`src/rtl/ipml_fifo_wr_arb_if.sv`:
```
// rtl/ipml_fifo_wr_arb_if.sv - requester-side write bus shared through the burst arbiter
// Ports (per requester i, word width W):
//   req_valid[i]        word valid
//   req_data[i*W +: W]  packed word
//   req_last[i]         last word of packet, qualified by valid&ready
//   req_ready[i]        one-hot or zero accept from the arbiter
// master: requester side, slave: arbiter side
interface ipml_fifo_wr_arb_if #(
  parameter int c_NUM_REQ    = 4,
  parameter int c_DATA_WIDTH = 32
);
  logic [c_NUM_REQ-1:0]              req_valid;
  logic [c_NUM_REQ*c_DATA_WIDTH-1:0] req_data;
  logic [c_NUM_REQ-1:0]              req_last;
  logic [c_NUM_REQ-1:0]              req_ready;

  modport master (output req_valid, req_data, req_last, input req_ready);
  modport slave  (input req_valid, req_data, req_last, output req_ready);
endinterface

```
`src/rtl/ipml_fifo_wr_arb.sv`:
```
// rtl/ipml_fifo_wr_arb.sv - round-robin burst arbiter in front of a FIFO write port
// Ports:
//   wr_clk, wr_rst  clock, asynchronous active-high reset
//   req_if          requester bus (valid/data/last in, ready out)
//   fifo_wr_data    registered write word to the FIFO
//   fifo_wr_en      registered write strobe to the FIFO
//   fifo_wr_full    FIFO full, gates ready as a safety net
//   fifo_wr_level   FIFO water level, used to admit a whole burst
//   grant_id        current or last granted requester
//   busy            high while a burst is open
module ipml_fifo_wr_arb #(
  parameter int c_NUM_REQ        = 4,
  parameter int c_DATA_WIDTH     = 32,
  parameter int c_WR_DEPTH_WIDTH = 10,
  parameter int c_BURST_LEN      = 16,
  parameter int c_IDLE_TIMEOUT   = 8
) (
  input  logic                          wr_clk,
  input  logic                          wr_rst,
  ipml_fifo_wr_arb_if.slave             req_if,
  output logic [c_DATA_WIDTH-1:0]       fifo_wr_data,
  output logic                          fifo_wr_en,
  input  logic                          fifo_wr_full,
  input  logic [c_WR_DEPTH_WIDTH:0]     fifo_wr_level,
  output logic [$clog2(c_NUM_REQ)-1:0]  grant_id,
  output logic                          busy
);

  localparam int ID_W   = $clog2(c_NUM_REQ);
  localparam int LVL_W  = c_WR_DEPTH_WIDTH + 2;
  localparam int BCNT_W = $clog2(c_BURST_LEN + 1);
  // Room for a full burst plus two words: one in the write register, one for level-update lag
  localparam logic [LVL_W-1:0] ROOM_MAX = LVL_W'(2**c_WR_DEPTH_WIDTH - c_BURST_LEN - 2);

  typedef enum logic {IDLE, BURST} state_t;

  state_t                  state, state_nxt;
  logic [ID_W-1:0]         rr_ptr;
  logic [ID_W-1:0]         pick;
  logic                    pick_vld;
  int                      idx;
  logic [BCNT_W-1:0]       burst_cnt;
  logic [7:0]              idle_cnt;
  logic                    room;
  logic                    g_valid;
  logic                    g_last;
  logic [c_DATA_WIDTH-1:0] g_data;
  logic                    xfer;
  logic                    burst_end;

  assign room    = {1'b0, fifo_wr_level} <= ROOM_MAX;
  assign g_valid = req_if.req_valid[grant_id];
  assign g_last  = req_if.req_last[grant_id];
  assign g_data  = req_if.req_data[int'(grant_id)*c_DATA_WIDTH +: c_DATA_WIDTH];
  assign busy    = (state == BURST);
  assign xfer    = busy & g_valid & ~fifo_wr_full;

  // Only a valid-low cycle advances the timeout; full stalls with valid high keep it at zero
  assign burst_end = busy &&
                     ((xfer && (burst_cnt == BCNT_W'(c_BURST_LEN - 1) || g_last)) ||
                      (!g_valid && idle_cnt == 8'(c_IDLE_TIMEOUT - 1)));

  // First valid requester at or after rr_ptr; scanning downward lets the smallest offset win
  always_comb begin
    pick     = '0;
    pick_vld = 1'b0;
    idx      = 0;
    for (int i = c_NUM_REQ - 1; i >= 0; i--) begin
      idx = (int'(rr_ptr) + i) % c_NUM_REQ;
      if (req_if.req_valid[ID_W'(idx)]) begin
        pick     = ID_W'(idx);
        pick_vld = 1'b1;
      end
    end
  end

  always_comb begin
    req_if.req_ready = '0;
    if (busy && !fifo_wr_full) req_if.req_ready[grant_id] = 1'b1;
  end

  always_comb begin
    state_nxt = state;
    case (state)
      IDLE:    if (pick_vld && room) state_nxt = BURST;
      BURST:   if (burst_end)        state_nxt = IDLE;
      default: state_nxt = IDLE;
    endcase
  end

  always_ff @(posedge wr_clk or posedge wr_rst) begin
    if (wr_rst) state <= IDLE;
    else        state <= state_nxt;
  end

  always_ff @(posedge wr_clk or posedge wr_rst) begin
    if (wr_rst) begin
      fifo_wr_en   <= 1'b0;
      fifo_wr_data <= '0;
      grant_id     <= '0;
      rr_ptr       <= '0;
      burst_cnt    <= '0;
      idle_cnt     <= '0;
    end else begin
      fifo_wr_en <= xfer;
      if (xfer) fifo_wr_data <= g_data;
      if (state == IDLE) begin
        if (pick_vld && room) begin
          grant_id  <= pick;
          burst_cnt <= '0;
          idle_cnt  <= '0;
        end
      end else begin
        if (xfer) burst_cnt <= burst_cnt + 1'b1;
        idle_cnt <= g_valid ? '0 : idle_cnt + 1'b1;
        if (burst_end)
          rr_ptr <= (grant_id == ID_W'(c_NUM_REQ - 1)) ? '0 : grant_id + 1'b1;
      end
    end
  end

endmodule

```
`src/flat_wrapper.sv`:
```
// flat-port wrapper written by rule: the top's interface ports become plain ports
module ipml_fifo_wr_arb_flat 
#(
  parameter int c_NUM_REQ        = 4,
  parameter int c_DATA_WIDTH     = 32,
  parameter int c_WR_DEPTH_WIDTH = 10,
  parameter int c_BURST_LEN      = 16,
  parameter int c_IDLE_TIMEOUT   = 8
)
  (wr_clk, wr_rst, fifo_wr_data, fifo_wr_en, fifo_wr_full, fifo_wr_level, grant_id, busy, req_if_req_valid, req_if_req_data, req_if_req_last, req_if_req_ready);
  ipml_fifo_wr_arb_if #(.c_NUM_REQ(c_NUM_REQ), .c_DATA_WIDTH(c_DATA_WIDTH)) req_if_i ();
  input  logic wr_clk;
  input  logic wr_rst;
  output logic [c_DATA_WIDTH-1:0] fifo_wr_data;
  output logic fifo_wr_en;
  input  logic fifo_wr_full;
  input  logic [c_WR_DEPTH_WIDTH:0] fifo_wr_level;
  output logic [$clog2(c_NUM_REQ)-1:0] grant_id;
  output logic busy;
  input wire logic [$bits(req_if_i.req_valid)-1:0] req_if_req_valid;
  input wire logic [$bits(req_if_i.req_data)-1:0] req_if_req_data;
  input wire logic [$bits(req_if_i.req_last)-1:0] req_if_req_last;
  output wire logic [$bits(req_if_i.req_ready)-1:0] req_if_req_ready;
  assign req_if_i.req_valid = req_if_req_valid;
  assign req_if_i.req_data = req_if_req_data;
  assign req_if_i.req_last = req_if_req_last;
  assign req_if_req_ready = req_if_i.req_ready;
  ipml_fifo_wr_arb #(.c_NUM_REQ(c_NUM_REQ), .c_DATA_WIDTH(c_DATA_WIDTH), .c_WR_DEPTH_WIDTH(c_WR_DEPTH_WIDTH), .c_BURST_LEN(c_BURST_LEN), .c_IDLE_TIMEOUT(c_IDLE_TIMEOUT)) u_core (.wr_clk(wr_clk), .wr_rst(wr_rst), .req_if(req_if_i), .fifo_wr_data(fifo_wr_data), .fifo_wr_en(fifo_wr_en), .fifo_wr_full(fifo_wr_full), .fifo_wr_level(fifo_wr_level), .grant_id(grant_id), .busy(busy));
endmodule
```
`config.mk`:
```
export PLATFORM = sky130hd
export DESIGN_NAME = ipml_fifo_wr_arb_flat
export DESIGN_NICKNAME = d
export VERILOG_FILES = /design/src/rtl/ipml_fifo_wr_arb_if.sv /design/src/rtl/ipml_fifo_wr_arb.sv /design/src/flat_wrapper.sv
export SDC_FILE = /design/constraint.sdc
export NUM_CORES = 1
export LEC_CHECK = 0
export CORE_ASPECT_RATIO = 1.1
export CORE_MARGIN = 2
export CORE_UTILIZATION = 38
export DETAILED_ROUTE_END_ITERATION = 10
export GPL_ROUTABILITY_DRIVEN = 0
export HOLD_SLACK_MARGIN = 0.1
export PLACE_DENSITY = 0.81
export REMOVE_ABC_BUFFERS = 1
export SYNTH_ARGS = -nofsm -noshare
export SYNTH_HDL_FRONTEND = slang
export SYNTH_SLANG_ARGS = --single-unit
```
`constraint.sdc`:
```
create_clock -name wr_clk -period 2.49 [get_ports wr_clk]
set_input_delay 0.498 -clock wr_clk [delete_from_list [all_inputs] [get_ports wr_clk]]
set_output_delay 0.498 -clock wr_clk [all_outputs]
set_load 0.01 [all_outputs]
```
==> results <==
## cells in the mapped netlist (3+ instances only)
| cell | count | area share [%] |
|---|---|---|
| and2_1 | 4 | 0.80 |
| and3_1 | 5 | 1.0 |
| buf_6 | 4 | 1.4 |
| mux2_2 | 35 | 13 |
| nand2_1 | 7 | 0.84 |
| nand3_1 | 4 | 0.64 |
| inv_1 | 9 | 1.1 |
| dfrtp_1 | 51 | 41 |
| nand2b_1 | 3 | 0.60 |
| clkbuf_1 | 4 | 0.48 |
| a211o_1 | 5 | 1.4 |
| nor2b_1 | 5 | 1.0 |
| mux4_2 | 33 | 24 |
| a21oi_1 | 4 | 0.64 |
| ha_1 | 7 | 2.8 |
| o21ai_0 | 3 | 0.48 |
| nor3_1 | 4 | 0.64 |
## cell type report
class                           count  area share (%)
Clock buffer                        7            1.45
Clock inverter                      1          0.0950
Inverter                           10           0.713
Multi-Input combinational cell    147            33.0
Sequential cell                    51            24.3
Tap cell                          108            2.57
Timing Repair Buffer              201            37.9
## through the flow
step	hold WS (ns)	power [mW]
final	0.510	4.81
after global placement	0.488	4.34
after global routing	0.525	5.15
after floorplan	0.476	3.07
after CTS	0.516	4.90
after detailed placement	0.495	4.42
## worst reg2reg max path: stages (launching register included)
cell	delay, ns
dfrtp_2	0.51
mux4_2	0.47
nand2_4	0.06
inv_2	0.53
mux2_2	0.43
## worst max path at each step
stage,start,slack (ns),endpoint,cells past startpoint
6_report,fifo_wr_full,0.14,req_if_req_ready[2],5
4_1_cts,fifo_wr_full,0.12,req_if_req_ready[2],5
2_1_floorplan,u_core.grant_id[0],-0.65,u_core.fifo_wr_data[0],4
3_5_place_dp,req_if_req_valid[1],-0.09,u_core.fifo_wr_data[9],5
3_3_place_gp,req_if_req_valid[1],-0.04,u_core.fifo_wr_data[15],5
5_1_grt,u_core.busy,0.04,req_if_req_ready[2],4
## cells by family (layout without fill, tap and decap cells)
family,Yosys count,count (layout)
multiplexers,72,72
flip-flops,51,51
AND/OR/NAND/NOR,43,43
AO/OA/AOI/OAI,24,24
buffers and inverters,22,219
adder cells (fa/ha/maj),7,7
XOR/XNOR,1,1
## power by group
part	switching, mW	total (mW)	internal, mW	leakage, nW
sequential	0.287	1.50	1.21	0.616
combinational	1.09	2.85	1.76	1.48
clock	0.262	0.460	0.198	0.0422
## registers in the layout, indices dropped and copies added (netlist names)
register / cells
u_core.fifo_wr_data: 32
u_core.idle_cnt: 8
u_core.burst_cnt: 5
u_core.grant_id: 2
u_core.rr_ptr: 2
u_core.busy: 1
u_core.fifo_wr_en: 1
## layer usage
layer	share of wire [%]	GRT usage, %	vias up
li1	-	-	1251
met1	35	22.9	1375
met2	56	37.4	115
met3	7.8	5.91	10
met4	1.4	5.56	0
met5	0	0	-
==> impl_metrics.toml <==
[clocking]
insertion_delay_ns = 0.30
cts_tree = "done"
clock-root-buffer = "clkbuf_8"
cts_setup_buffers = 0
cts_inserted_buffers = 5
htree_levels = 2
cts.repair.resized = 0
ctsHoldBuffers = 0
clockBufferDepth = 2
clk_pin_slew_worst_paths_ns = 0.09
cts_sinks = 51

[hold_path]
hold_path_class = "reg -> reg"
min_path_cells = 1
hold_start = "u_core.fifo_wr_data[22]"
holdPathEnd = "u_core.fifo_wr_data[22]"

[setup_path]
rr_worst_depth = 4
crit_buf_inv = 3
ff2ff_setup_slack_ns = 0.38
cp_data_arrival_time_ns = 1.86
end_kind = "output port"
path_cells = "clkdlybuf4s50_1 -> nor2b_1 -> buf_4 -> and2_1 -> clkdlybuf4s50_1"
crit_top_cell = "clkdlybuf4s50_1"
reg2reg_from = "u_core.grant_id[0]"
required_ns = 1.99
cpMaxStageDelayCell = "clkdlybuf4s50_1"
crit_type = "in -> out"
start_kind = "primary input"
crit_fanout = 6
r2r-end = "u_core.fifo_wr_data[4]"
slowest_delay_ns = 0.54
crit_family = "buffers and inverters"

[yosys]
yosysWarnings = 0
netlist-cell-type-count = 41
seq_area_frac_synth_pct = 40.8
synth_compound_area_share_pct = 5.92
synth.area.mux_share_pct = 38.2
synth_flop_cell = "dfrtp_1"
syn_inst = 220
synth-xor-area-share_pct = 0.280
synth-edff-count = 0
synth.avg_cell_area_um2 = 14.2
ys_ff_latch = 51
synth_async_sr_flop_share_pct = 100
synthAdderAreaFrac_pct = 2.80
synth_top_family_by_area = "multiplexers"
synth_area_mm2 = 0.00313
synthSimpleGateAreaFrac_pct = 8.35

[status]
status = "finished, final reports clean"

[timing]
max_freq_mhz = 425
setup_violations = 0
layout_min_cycle_time_ns = 2.35
clock_skew_ns = 0.00557
tns_ns = 0
final_hold_viol_count = 0
max-slew-margin-rel_pct = 51.4
min_period_over_period_pct = 94.6
slew_viol_final = 0
worst_slack_ns = 0.135
rsz0062_at_grt = "false"
tightest_slew_ns = 0.728

[floorplanning]
die_h_um = 99.2
coreArea_mm2 = 0.00796
top_level_ports = 190
start_util_pct = 39.4
die_area_mm2 = 0.00898
row_count = 34
die-width_um = 90.5

[layout]
diodes = 0
final_common_cell = "clkdlybuf4s50_1"
final_cell_mix = "189 x clkdlybuf4s50_1, 49 x dfrtp_1, 35 x mux2_2"
fillers = 644
register_area_mm2 = 0.00128
postLayoutCoreUtil_pct = 66.2
stdcell_area_mm2 = 0.00527
synthToLayoutAreaGrowth_pct = 68.2
stdcell_count = 525
multiInputGateArea_mm2 = 0.00174
drive_gt1_share_pct = 22.8
nets = 573

[detailed_routing]
drt-total-wl_um = 9090
dr_total_vias = 2751
drc = 0
ant_nets = 0
first_iter_violations = 35
wl_per_cell_um = 17.3
avgViaCountPerCell = 5.24
first_pass_iters = 4

[global_route]
grt_first_pass_wirelength_um = 14400
grt_pass1_vias = 2969
antenna_found_initial = 0
grt_use_total_pct = 20.3
grt_max_degree = 36
grt_remaining_overflow = 0

[job]
maxCapViolations = 0

[place]
post-dp-hpwl_um = 7570
place_area_mm2 = 0.00518
place_ws_ns = -0.0936
dp_cells = 517
io_buffers = 189

[pwr]
power.density_mw_per_mm2 = 913
peakVddDrop_v = 0.000382
power.static_leakage_nw = 2.14
(Power assumes the default switching activity.)
